<file path="config.mk">
export PLATFORM = sky130hd
export DESIGN_NAME = reg_fwd_scoreboard
export DESIGN_NICKNAME = d
export VERILOG_FILES = /design/src/rtl/reg_fwd_scoreboard.sv
export SDC_FILE = /design/constraint.sdc
export NUM_CORES = 1
export LEC_CHECK = 0
export ABC_AREA = 1
export BUFFER_PORTS_ARGS = -buffer_cell sky130_fd_sc_hd__buf_2
export CAP_MARGIN = 10
export CORE_MARGIN = 8
export CORE_UTILIZATION = 30
export DETAILED_ROUTE_END_ITERATION = 8
export PLACE_DENSITY = 0.59
export SLEW_MARGIN = 20
export SYNTH_ARGS = -nofsm -noshare
export SYNTH_HDL_FRONTEND = slang
export SYNTH_SLANG_ARGS = --single-unit
</file>
<file path="constraint.sdc">
create_clock -name clk_i -period 3.3 [get_ports clk_i]
set_input_delay 0 -clock clk_i [delete_from_list [all_inputs] [get_ports clk_i]]
set_output_delay 0 -clock clk_i [all_outputs]
set_load 0.005 [all_outputs]
</file>
<file path="src/rtl/reg_fwd_scoreboard.sv">
// Decode-stage operand forwarding, long-latency busy scoreboard and hazard stall; combinational
// forwarding/stall, busy updates one edge later. Optional stall counter behind FWD_STALL_CNT_EN.
// Backpressure: stall_ao holds decode; the scoreboard never self-clears.
package reg_fwd_pkg;
    typedef struct packed {
        logic [4:0]  rd;
        logic [31:0] rd_data;
        logic        rf_wr_en;
        logic        valid;
        logic        mem_read;
    } data_fwd_t;
endpackage

module reg_fwd_scoreboard
    import reg_fwd_pkg::*;
#(
    parameter int NUM_RS     = 2,
    parameter int NUM_STAGES = 2,
    parameter int NUM_REGS   = 32
) (
    input  logic                     clk_i,
    input  logic                     rst_ni,
    input  data_fwd_t                stage_i [NUM_STAGES],
    input  logic [NUM_RS-1:0][4:0]   rs_i,
    input  logic [NUM_RS-1:0][31:0]  rs_data_i,
    input  logic [NUM_RS-1:0]        rs_used_i,
    input  logic                     issue_valid_i,
    input  logic                     issue_long_i,
    input  logic [4:0]               issue_rd_i,
    input  logic                     issue_wr_en_i,
    input  logic                     lw_done_i,
    input  logic [4:0]               lw_rd_i,
    input  logic [31:0]              lw_data_i,
    output logic [NUM_RS-1:0][31:0]  rs_data_ao,
    output logic                     load_use_hazard_ao,
    output logic                     stall_ao,
`ifdef FWD_STALL_CNT_EN
    output logic [15:0]              stall_cnt_o,
`endif
    output logic [NUM_REGS-1:0]      busy_o
);

    logic [NUM_REGS-1:0] busy_q;
    logic [31:0]         busy_ext;
    logic [NUM_RS-1:0]   raw_busy;
    logic [NUM_RS-1:0]   lw_hit;
    logic                waw_busy;
    logic                set_en;

    // Indices are 5 bits wide, so widen the scoreboard to 32 for safe lookup.
    assign busy_ext = 32'(busy_q);
    assign busy_o   = busy_q;

    always_comb begin
        load_use_hazard_ao = 1'b0;
        for (int p = 0; p < NUM_RS; p++) begin
            rs_data_ao[p] = rs_data_i[p];
            lw_hit[p]     = 1'b0;
            raw_busy[p]   = 1'b0;
            if (rs_used_i[p] && rs_i[p] != 5'd0) begin
                lw_hit[p]   = lw_done_i && (lw_rd_i == rs_i[p]);
                raw_busy[p] = busy_ext[rs_i[p]] && !lw_hit[p];
                if (lw_hit[p])
                    rs_data_ao[p] = lw_data_i;
                // Oldest first so the youngest matching stage overwrites last.
                for (int s = NUM_STAGES - 1; s >= 0; s--) begin
                    if (stage_i[s].valid && stage_i[s].rf_wr_en && stage_i[s].rd == rs_i[p]) begin
                        rs_data_ao[p] = stage_i[s].rd_data;
                        if (s == 0 && stage_i[s].mem_read)
                            load_use_hazard_ao = 1'b1;
                    end
                end
            end
        end
    end

    assign waw_busy = issue_valid_i && issue_wr_en_i && (issue_rd_i != 5'd0) &&
                      busy_ext[issue_rd_i] && !(lw_done_i && lw_rd_i == issue_rd_i);

    assign stall_ao = issue_valid_i && (load_use_hazard_ao || (|raw_busy) || waw_busy);
    assign set_en   = issue_valid_i && !stall_ao && issue_long_i && issue_wr_en_i;

    // Set takes priority over clear: a reissue to the same rd owns the register.
    always_ff @(posedge clk_i or negedge rst_ni) begin
        if (!rst_ni) begin
            busy_q <= '0;
        end else begin
            for (int r = 1; r < NUM_REGS; r++) begin
                if (set_en && issue_rd_i == 5'(r))
                    busy_q[r] <= 1'b1;
                else if (lw_done_i && lw_rd_i == 5'(r))
                    busy_q[r] <= 1'b0;
            end
        end
    end

`ifdef FWD_STALL_CNT_EN
    always_ff @(posedge clk_i or negedge rst_ni) begin
        if (!rst_ni)
            stall_cnt_o <= 16'd0;
        else if (stall_ao && stall_cnt_o != 16'hFFFF)
            stall_cnt_o <= stall_cnt_o + 16'd1;
    end
`endif

endmodule

</file>
After elaboration in Yosys (flattened, before gate mapping)
Cells that the tools add are included.
{"block": "classes", "n_lt_le_gt_ge": 3, "n_mux": 84, "reduce_logical": 124, "eq_ne": 69}
{"cell": "32-bit two-way mux", "count": 8}
{"cell": "5-bit == test (second input constant)", "count": 32}
{"cell": "1-bit logical AND", "count": 83}
{"cell": "5-bit by 4-bit == test with 1-bit output (second input constant)", "count": 16}
{"cell": "1-bit two-way mux", "count": 73}
{"cell": "2-bit nonzero test", "count": 31}
{"cell": "5-bit by 3-bit == test with 1-bit output (second input constant)", "count": 8}
{"cell": "5-bit == test", "count": 7}
{"cell": "5-bit by 2-bit == test with 1-bit output (second input constant)", "count": 4}
{"cell": "5-bit by 6-bit < comparator with 1-bit output (second input constant)", "count": 3}
{"cell": "1-bit binary-select mux with 5-bit select", "count": 3}
{"cell": "5-bit nonzero test", "count": 3}
{"cell": "5-bit by 1-bit == test with 1-bit output (second input constant)", "count": 2}
{"cell": "1-bit logical NOT", "count": 4}
{"cell": "1-bit logical OR", "count": 2}
{"cell": "2-bit OR reduction", "count": 1}
{"block": "word_totals", "elab_cells": 311, "input_bits": 204, "reg_bits": 31}

Logic depth before layout (Yosys ltp)
Gate-level depths: netlist of the first run.
{"block": "depth", "word_depth": 16, "mapped_depth": 16, "ltp_nobuf": 14}

Worst setup path before layout of the first run
OpenSTA, ideal clock, no wires.
{"block": "synth_timing", "path_type": "register to register", "startpoint": "reg busy_q[31], in the netlist busy_o[31]", "endpoint": "reg busy_q[10], in the netlist busy_o[10]", "period_less_slack_ps": 1450, "required_ps": 3234, "t_arrival_ps": 1384, "slack_ps": 1850, "stages_incl_launch_ff": 13, "path_cell_list": "dfrtp_1 inv_1 nor2_1 a21oi_1 nand2_1 nand2_1 nand2_1 o21ai_1 nor2_2 nor2_4 buf_6 nand4_1 nand2_1"}
{"block": "synth_via", "elab_chain_len": 14, "word_cells_on_any_way": 23, "cone_classes": "9 x mux; 14 x reduce/logical"}
{"element": "start: declaration", "line": "43", "text": "logic [NUM_REGS-1:0] busy_q;"}
{"element": "start signal: assignment", "line": "86", "text": "busy_q <= '0;"}
{"element": "start signal: indexed assignment", "line": "90", "text": "busy_q[r] <= 1'b1;"}
{"element": "start signal: indexed assignment", "line": "92", "text": "busy_q[r] <= 1'b0;"}
{"element": "1-bit binary-select mux with 5-bit select", "line": "62", "text": "raw_busy[p] = busy_ext[rs_i[p]] && !lw_hit[p];"}
{"element": "1-bit two-way mux (not written as such)", "line": "62"}
{"element": "1-bit logical AND", "line": "62"}
{"element": "1-bit two-way mux", "line": "60", "text": "if (rs_used_i[p] && rs_i[p] != 5'd0) begin"}
{"element": "2-bit OR reduction", "line": "80", "text": "assign stall_ao = issue_valid_i && (load_use_hazard_ao || (|raw_busy) || waw_busy);"}
{"element": "1-bit logical OR", "line": "80"}
{"element": "1-bit logical OR (*)", "line": "80"}
{"element": "1-bit logical AND (*)", "line": "80"}
{"element": "1-bit logical NOT (*)", "line": "81", "text": "assign set_en = issue_valid_i && !stall_ao && issue_long_i && issue_wr_en_i;"}
{"element": "1-bit logical AND (*) (3 in a row)", "line": "81"}
{"element": "1-bit logical AND (*)", "line": "89", "text": "if (set_en && issue_rd_i == 5'(r))"}
{"element": "1-bit two-way mux / 2-bit nonzero test (equally long branches)"}
Mark *: on every way between the ends. The rest lies on a longest branch, timed or not. The select of a mux whose other input is x is not followed.
A chain may end at the register's enable or synchronous reset.

==> impl_metrics.yaml, run 1 <==
synth:
  synth-compound-area-share: 0.2539
  synthMuxAreaShare: 0
  yosysUniqueCellTypes: 41
  yosysWarnings: 1
  synth-seq-area-share: 0.1193
  ys_top_cells_by_area: "nand2_1 28%, dfrtp_1 12%, inv_1 8.6%"
  synth_top_family_by_area: "simple AND/OR/NAND/NOR gates"
  synth_fa_ha_area_frac: 0
  avgSynthCellArea_sq_um: 5.204
  ys_seq_elements: 31
  async_reset_ff_frac: 1.000
  synthFlopType: "dfrtp_1"
  netlist_instances: 1250
  yosysTopAreaCell: "nand2_1"
  yosys.area_share.xor_xnor: 0.01077
  syn_area_sq_um: 6505
  synthSimpleGateAreaFrac: 0.4334
  netlist.area_leader.share: 0.2781
  synth_nets: 1454
  synth_edf_count: 0
critical_path:
  regToRegStartpoint: "busy_o[29]$_DFFE_PN0P_"
  required_ps: 3300
  path_max_fanout: 33
  cp_cell_sequence: "buf_2 -> inv_1 -> nand2_1 -> o21ai_0 -> nor2_1 -> nand3_4 -> inv_6 -> nand2_1 -> nand3_1 -> nand2_1 -> o21ai_1 -> buf_2"
  critPathMaxStageDelay_ps: 540
  crit_slowest_cell: "nand3_4"
  startpoint_type: "input port"
  end_kind: "primary output"
  critPathMostFrequentCell: "nand2_1"
  crit_type: "input port to primary output"
  critical_path.startpoint: "rs_i[0]"
  arrival_ps: 2510
detailed_routing:
  via_per_inst: 5.170
  drt_iter0_drc: 914
  drtAntennaViolNets: 0
  drcViolationCount: 0
  wl_mm: 32.45
  num_vias: 9193
  dr.pass1.iters: 5
  post_drt_wl_per_cell_um: 18.25
cts:
  cts_tree: "done"
  cts_sinks: 31
  cts_buffer_depth: 2
  clk_latency_ps: 280
  postCtsSetupBuffers: 0
  htree_levels: 2
  numCtsBuffers: 5
  cts_root_buffer: "clkbuf_16"
  path_clk_slew_ps: 50
cells_and_area:
  stdcell_area_sq_um: 8107
  syn_to_final_growth_pct: 24.62
  layout_commonest_cell: "nand2_1"
  nNetsFinal: 1690
  layout_common_cells: "481 x nand2_1, 299 x buf_2, 149 x inv_1"
  drive_above_1_share: 0.2515
  largest_reg_flops: 31
sta:
  min_period_over_period: 0.7594
  setup_viol: 0
  max_slew.worst_pin.slew_ps: 770.0
  setup_tns_ps: 0
  slew_viol_final: 0
  rsz0062_at_grt: "false"
  fmax_mhz: 399.1
  clock_skew_ps: 3.967
  finalHoldViolCount: 0
  min_period_ps: 2506
  hold_slack_ps: 161.3
  max_slew_margin: 0.4867
die:
  core.rowCount: 54
  start_util: 0.3018
  coreArea_sq_um: 21550
  io_pins: 302
  die_height_um: 163.3
  die_w_um: 163.3
  die_area_sq_um: 26650
placed_design:
  io_buffers: 299
  hpwlAfterDp_mm: 24.72
  place_congestion: 0.9286
  postPlaceCellArea_sq_um: 7895
grt:
  track_usage: 0.2266
  grt-ovfl-total: 0
  grt_start_max_net_pins: 65
  antenna_found_initial: 15
  grt_pass1_wl_mm: 48.49
  grt_pass1_vias: 8557
hold_path:
  hold_start: "issue_rd_i[3]"
  hp-class: "input port to register"
power_and_ir_drop:
  p_leak_nw: 4.866
  power_w: 0.001929
  vdd_ir_drop_max_v: 0.0002657
  power_density_nw_per_um2: 237.9
flow_run:
  max_cap_violations: 0
run_status:
  status: "completed"
[per-layer routing]
metal,track usage,vias up,wire length (um)
met2,0.3695,491,14930
li1,-,4500,-
met5,0,-,61
met4,0.09508,8,1051
met3,0.05015,70,3281
met1,0.2828,4124,13120
[synthesized netlist by cell type (2+ instances only)]
cell type      number
clkbuf_8            3
nand4_1            35
nand3_2             2
xor2_1              8
o21ai_1            67
buf_2              21
o211ai_2           24
inv_2              13
buf_6              13
buf_1               3
dlygate4sd1_1       3
a21oi_1            81
nand2_1           482
nor2_1             70
nand2_2             2
buf_8               3
clkbuf_2            4
dfrtp_1            31
nor3_1             15
inv_1             149
o211ai_1           13
nand3_1            70
clkbuf_1           25
nor2_2              4
o22ai_1             5
a211oi_1            2
buf_4               6
o21ai_0            82
clkbuf_4            2
[what timing repair did]
item                      in CTS  in global routing
hold endpoints to repair      31                  0
hold buffers                   1                  0
resized for setup              0                  0
[path summary, 6_finish.rpt]
path	end	slack, ps	cells past startpoint
setup / recovery	rs_data_ao[28]	790	12
hold / removal	busy_o[16]$_DFFE_PN0P_	160	4
setup reg to reg	busy_o[19]$_DFFE_PN0P_	1180	13
hold reg to reg	busy_o[15]$_DFFE_PN0P_	550	2
max in group asynchronous	busy_o[10]$_DFFE_PN0P_	2510	2
min in group asynchronous	busy_o[19]$_DFFE_PN0P_	320	2
[per-stage QoR]
stage / util / setup WS [ps] / cells
after floorplan: - / 1850 / 1250
after global placement: 0.3663 / 818.8 / 1758
after detailed placement: 0.3663 / 827.2 / 1758
after CTS: 0.3748 / 819.3 / 1767
after global routing: 0.3760 / 493.4 / 1777
final: 0.3761 / 794.1 / 1778
[critical path: cells and delay by family]
kind                   cells  cell delay, ps
AOI/OAI and AO/OA          2             190
buffers and inverters      4            1210
and+or+nand+nor            6            1050
[logic make-up after synthesis]
family,count (synthesis)
buffers and inverters,248
AOI/OAI and AO/OA,278
DFF,31
other,1
and+or+nand+nor,684
xor gates and xnor gates,8
[area by class of cell]
class | count | area (sq um)
Sequential cell | 31 | 775.7
Inverter | 164 | 623.1
Tap cell | 280 | 350.3
Clock inverter | 2 | 35.03
Clock buffer | 6 | 138.9
Antenna cell | 11 | 27.53
Multi-Input combinational cell | 971 | 4552
Timing Repair Buffer | 313 | 1604
Fill cell | 2491 | 13450
[power by group]
group	internal (W)	switching, W	total, W
logic	0.000351	0.000558	0.000909
clock network	0.000375	0.000165	0.000540
registers	0.000417	0.0000632	0.000480
(Power assumes the default switching activity.)
==> run 2, diff against run 1 <==
--- a/config.mk
+++ b/config.mk
@@ -5,13 +5,13 @@
 export SDC_FILE = /design/constraint.sdc
 export NUM_CORES = 1
 export LEC_CHECK = 0
-export ABC_AREA = 1
+export ABC_AREA = 0
 export BUFFER_PORTS_ARGS = -buffer_cell sky130_fd_sc_hd__buf_2
 export CAP_MARGIN = 10
 export CORE_MARGIN = 8
 export CORE_UTILIZATION = 30
 export DETAILED_ROUTE_END_ITERATION = 8
-export PLACE_DENSITY = 0.59
+export PLACE_DENSITY = 0.61
 export SLEW_MARGIN = 20
 export SYNTH_ARGS = -nofsm -noshare
 export SYNTH_HDL_FRONTEND = slang
==> constraint.sdc (replaced) <==
create_clock -name clk_i -period 2.6 [get_ports clk_i]
set_input_delay 0 -clock clk_i [delete_from_list [all_inputs] [get_ports clk_i]]
set_output_delay 0 -clock clk_i [all_outputs]
set_load 0.005 [all_outputs]
==> run 2 against run 1 <==
Sequential power increased by 29%. Critical path type is now register to primary output. Critical endpoint is now stall_ao. Hold slack improved by 47 ps. Critical path depth decreased by 5. Combinational power increased by 8.9%.
==> impl_metrics.yaml, run 2 <==
synth:
  synth-seq-area-share: 0.1465
  netlist_instances: 726
  synth_edf_count: 0
  netlist_top_cells_count: "84 x o21ai_0, 81 x mux2i_1, 75 x nand2_1"
  ys_seq_elements: 31
  synth_most_common_cell: "o21ai_0"
  synth_nets: 930
  yosysTopAreaCell: "mux2i_1"
  avgSynthCellArea_sq_um: 7.293
  synthFlopType: "dfrtp_1"
  yosysUniqueCellTypes: 48
  yosysWarnings: 1
  ys_top_cells_by_area: "mux2i_1 15%, dfrtp_1 15%, a211oi_1 9.1%"
  syn_area_sq_um: 5295
  netlist.area_leader.share: 0.1531
  async_reset_ff_frac: 1.000
cells_and_area:
  layout_commonest_cell: "buf_2"
  multi_input_area_sq_um: 4143
  ff_latch_area_sq_um: 775.7
  layout_common_cells: "299 x buf_2, 84 x o21ai_0, 81 x mux2i_1"
  fillers: 1860
  stdcell_area_sq_um: 7044
  largest_reg_flops: 31
  nNetsFinal: 1177
  finalNonFillerCells: 1202
  syn_to_final_growth_pct: 33.03
  drive_above_1_share: 0.3604
hold_path:
  hp-class: "input port to register"
sta:
  rsz0062_at_grt: "false"
  max_slew_margin: 0.5441
  slew_viol_final: 0
  setup_viol: 0
  setup_tns_ps: 0
  fin_ws_ps: 285.3
  clock_skew_ps: 4.522
  min_period_over_period: 0.8903
  min_period_ps: 2315
  fmax_mhz: 432.0
  finalHoldViolCount: 0
  max_slew.worst_pin.slew_ps: 683.9
cts:
  cts_buffer_depth: 2
  htree_levels: 2
  path_clk_slew_ps: 50
  clk_latency_ps: 280
  numCtsBuffers: 5
  cts_tree: "done"
  cts_sinks: 31
  cts_root_buffer: "clkbuf_16"
  cts_resized: 0
die:
  start_util: 0.3061
  io_pins: 302
  coreArea_sq_um: 17300
  die_w_um: 148.9
  core.rowCount: 48
  die_area_sq_um: 22160
  die_height_um: 148.9
detailed_routing:
  num_vias: 6675
  wl_mm: 24.61
  via_per_inst: 5.553
  drt_iter0_drc: 442
  post_drt_wl_per_cell_um: 20.47
  drcViolationCount: 0
  dr.pass1.iters: 5
  drtAntennaViolNets: 0
flow_run:
  max_cap_violations: 0
critical_path:
  required_ps: 2600
  arrival_ps: 2310
  crit_type: "register to primary output"
  r2r_setup_slack_ps: 410
  path_max_fanout: 5
  startpoint_type: "register"
  end_kind: "primary output"
run_status:
  status: "completed"
placed_design:
  io_buffers: 299
  pre_cts_ws_ps: 364.0
  placed_cells: 1190
  place_congestion: 0.9065
  hpwlAfterDp_mm: 19.71
  postPlaceCellArea_sq_um: 6870
grt:
  track_usage: 0.2084
  antenna_found_initial: 5
  grt_start_max_net_pins: 65
  grt-ovfl-total: 0
  grt_pass1_vias: 6370
  grt_pass1_wl_mm: 37.14
power_and_ir_drop:
  p_leak_nw: 3.113
  power_density_nw_per_um2: 314.4
  vdd_ir_drop_max_v: 0.0006474
  power_w: 0.002215
[run 2: cell types whose count changed in the layout (fill, tap and decap cells not counted), sizes merged, moves of 14 or more]
cell and change:
nand3 -66, nand4 -23, a211oi +62, inv -159
o211ai -35, mux4 +16, xnor2 +14, nand2 -409
mux2i +81, o21ai -22
[run 2: logic make-up after synthesis]
group           count (synthesis)  share of synthesized area
simple gates                  203                     0.1831
buf+inv                        79                    0.07774
other cells                     1                  0.0007082
compound gates                278                     0.3079
xor+xnor                       35                    0.05789
mux                            99                     0.2261
flops                          31                     0.1465
[run 2: per-stage QoR]
stage          hold WS [ps]  utilization
6_report              207.9       0.4073
3_5_place_dp          82.56       0.3972
4_1_cts               189.5       0.4068
5_1_grt               247.8       0.4073
3_3_place_gp          81.09       0.3972
2_1_floorplan        -295.6            -
[run 2: area by class of cell]
cell class | instances | area share
inverter | 5 | 0.002664
tap | 225 | 0.03996
multi-input combinational | 616 | 0.5881
sequential | 31 | 0.1101
antenna | 3 | 0.001066
timing repair buffer | 314 | 0.2359
clock buffer | 8 | 0.02220
[run 2: worst paths after layout]
kind | from | to | cells after the start
min in group asynchronous | rst_ni | busy_o[15]$_DFFE_PN0P_ | 2
min reg2reg | busy_o[21]$_DFFE_PN0P_ | busy_o[21]$_DFFE_PN0P_ | 2
max in group asynchronous | rst_ni | busy_o[2]$_DFFE_PN0P_ | 2
max | busy_o[12]$_DFFE_PN0P_ | stall_ao | 7
min | issue_rd_i[4] | busy_o[16]$_DFFE_PN0P_ | 3
max reg2reg | busy_o[12]$_DFFE_PN0P_ | busy_o[25]$_DFFE_PN0P_ | 7
[run 2: routing by layer]
| layer | wire length, um | share of wire | GRT usage | up-vias |
|---|---|---|---|---|
| met5 | 13 | 0.00053 | 0 | - |
| met1 | 9838 | 0.40 | 0.2603 | 3115 |
| li1 | - | - | - | 3183 |
| met4 | 699 | 0.028 | 0.07269 | 2 |
| met2 | 11920 | 0.48 | 0.3532 | 325 |
| met3 | 2141 | 0.087 | 0.03792 | 50 |
[run 2: worst max-delay path, cell delays in order (launching register included)]
cell,delay (ps)
dfrtp_1,440
mux2_4,290
or3_1,300
a31oi_1,160
o211ai_1,150
a22oi_2,320
a21boi_0,200
buf_2,170
[run 2: timing repair]
action / CTS / global route
hold buffers: 1 / 0
endpoints found under the hold margin: 31 / 0
buffers inserted: 0 / 0
[run 2: power by group]
group	switching (W)	leakage, nW	internal, W
registers	0.0000857	0.421	0.000534
logic	0.000514	2.61	0.000476
clock network	0.000199	0.0772	0.000407
total	0.000798	3.11	0.00142
==> run 3, diff against run 2 <==
--- a/config.mk
+++ b/config.mk
@@ -8,10 +8,13 @@
 export ABC_AREA = 0
 export BUFFER_PORTS_ARGS = -buffer_cell sky130_fd_sc_hd__buf_2
 export CAP_MARGIN = 10
+export CELL_PAD_IN_SITES_DETAIL_PLACEMENT = 1
+export CELL_PAD_IN_SITES_GLOBAL_PLACEMENT = 1
 export CORE_MARGIN = 8
 export CORE_UTILIZATION = 30
 export DETAILED_ROUTE_END_ITERATION = 8
-export PLACE_DENSITY = 0.61
+export MAX_ROUTING_LAYER = met4
+export PLACE_DENSITY = 0.84
 export SLEW_MARGIN = 20
 export SYNTH_ARGS = -nofsm -noshare
 export SYNTH_HDL_FRONTEND = slang
==> run 3 against run 2 <==
Global-route usage increased by 2.6 points. Highest routed layer is now met4. Clock skew decreased by 2.4 ps. Critical path depth unchanged. Non-clock buffer count unchanged. Fmax decreased by 0.84%. Sequential cell count unchanged. Cell count increased by 0.50%. Final area increased by 0.36%. Sequential power increased by 0.6%. Core utilization increased by 0.14 points. Total power decreased by 0.23%. Clock-buffer cell count decreased by 2.
==> impl_metrics.yaml, run 3 (synthesized netlist as in run 2, its figures left out) <==
detailed_routing:
  met1Wirelength_mm: 10.61
  drt_iter0_drc: 277
  wl_met3_mm: 2.058
  post_drt_wl_per_cell_um: 22.33
  routed.top_layer: "met4"
  via_per_inst: 5.733
  num_vias: 6925
  dr.pass1.iters: 4
  drcViolationCount: 0
  wl_mm: 26.97
  drtAntennaViolNets: 0
  wl_met2_mm: 13.28
die:
  io_pins: 302
  die_area_sq_um: 22160
  start_util: 0.3061
  coreArea_sq_um: 17300
  die_height_um: 148.9
  die_w_um: 148.9
  core.rowCount: 48
cells_and_area:
  drive_above_1_share: 0.3604
  multi_input_area_sq_um: 4143
  layout_commonest_cell: "buf_2"
  ff_latch_area_sq_um: 775.7
  largest_reg_flops: 31
  fillers: 2281
  syn_to_final_growth_pct: 33.51
  finish.utilization: 0.4087
  stdcell_area_sq_um: 7069
  layout_common_cells: "299 x buf_2, 84 x o21ai_0, 81 x mux2i_1"
  nNetsFinal: 1177
power_and_ir_drop:
  p_leak_nw: 3.111
  power_density_nw_per_um2: 312.6
  vdd_ir_drop_max_v: 0.0004739
  power_w: 0.002210
critical_path:
  arrival_ps: 2330
  crit_slowest_cell: "dfrtp_1"
  cp_cell_sequence: "mux2_4 -> or3_1 -> a31oi_1 -> o211ai_1 -> a22oi_2 -> a21boi_0 -> buf_2"
  path_buf_inv: 1
  end_kind: "primary output"
  critPathMaxStageDelay_ps: 450
  startpoint_type: "register"
  crit_family: "compound AO/OA/AOI/OAI gates"
  path_max_fanout: 5
  required_ps: 2600
  crit_type: "register to primary output"
sta:
  slew_viol_final: 0
  fin_ws_ps: 265.7
  fmax_mhz: 428.4
  finalHoldViolCount: 0
  max_slew_margin: 0.5197
  min_period_over_period: 0.8978
  clock_skew_ps: 2.139
  setup_viol: 0
  rsz0062_at_grt: "false"
  max_slew.worst_pin.slew_ps: 720.5
  min_period_ps: 2334
  setup_tns_ps: 0
cts:
  clk_latency_ps: 280
  cts_tree: "done"
  cts_buffer_depth: 2
  cts_root_buffer: "clkbuf_16"
  htree_levels: 2
  cts_sinks: 31
  cts_resized: 0
  path_clk_slew_ps: 50
  numCtsBuffers: 5
placed_design:
  postPlaceCellArea_sq_um: 6895
  hpwlAfterDp_mm: 21.52
  io_buffers: 299
  pre_cts_ws_ps: 383.4
  place_congestion: 0.9354
flow_run:
  max_cap_violations: 0
grt:
  track_usage: 0.2346
  grt_pass1_wl_mm: 40.68
  antenna_found_initial: 7
  grt_start_max_net_pins: 65
  grt_pass1_vias: 7119
  grt-ovfl-total: 0
hold_path:
  hp-class: "input port to register"
run_status:
  status: "completed"
[run 3: cell count changes in the layout (fill, tap and decap cells not counted)]
cell / previous run / this run
buf_12: 4 / 6
buf_4: 10 / 8
clkbuf_8: 2 / 0
clkinv_2: 0 / 1
clkinvlp_4: 0 / 1
diode_2: 3 / 9
[run 3: worst paths after layout]
kind | startpoint | to | slack (ps) | cells past startpoint
min in group asynchronous | rst_ni | busy_o[2]$_DFFE_PN0P_ | 310 | 2
worst max-delay path | busy_o[14]$_DFFE_PN0P_ | stall_ao | 270 | 7
worst max register to register | busy_o[19]$_DFFE_PN0P_ | busy_o[21]$_DFFE_PN0P_ | 380 | 7
max in group asynchronous | rst_ni | busy_o[22]$_DFFE_PN0P_ | 1830 | 2
worst min-delay path | issue_rd_i[4] | busy_o[16]$_DFFE_PN0P_ | 210 | 3
worst min register to register | busy_o[20]$_DFFE_PN0P_ | busy_o[20]$_DFFE_PN0P_ | 620 | 2
[run 3: metal layers]
metal | vias up | GRT usage
li1 | 3181 | -
met1 | 3388 | 0.2650
met2 | 295 | 0.4061
met3 | 61 | 0.04369
met4 | 0 | 0.08682
met5 | - | -
[run 3: repair_timing]
action,4_1_cts,5_1_grt
setup buffers,0,0
hold buffers,1,0
hold endpoints to repair,31,0
[run 3: area by class of cell]
cell class,instances,area share
Tap cell,225,0.03982
Multi-Input combinational cell,616,0.5860
Sequential cell,31,0.1097
Timing Repair Buffer,314,0.2386
Inverter,5,0.002655
Antenna cell,9,0.003186
Clock inverter,2,0.001770
Clock buffer,6,0.01823
[run 3: worst register-to-register path, cell delays in order (launching register included)]
cell	delay (ps)
dfrtp_1	450
mux4_2	510
mux2i_1	270
a22oi_1	110
nand4_1	130
o211a_4	250
nand4_4	220
o21ai_1	210
[run 3: per-stage QoR]
| stage | cells | hold slack [ps] |
|---|---|---|
| after floorplan | 726 | -295.6 |
| after global placement | 1190 | 79.18 |
| after detailed placement | 1190 | 79.98 |
| after CTS | 1199 | 202.4 |
| after global routing | 1206 | 246.9 |
| final | 1208 | 213.3 |
[run 3: report_power, final]
group	switching, W	total (W)	internal (W)
Clock	0.000212	0.000565	0.000353
Combinational	0.000544	0.00102	0.000477
Sequential	0.0000899	0.000624	0.000534
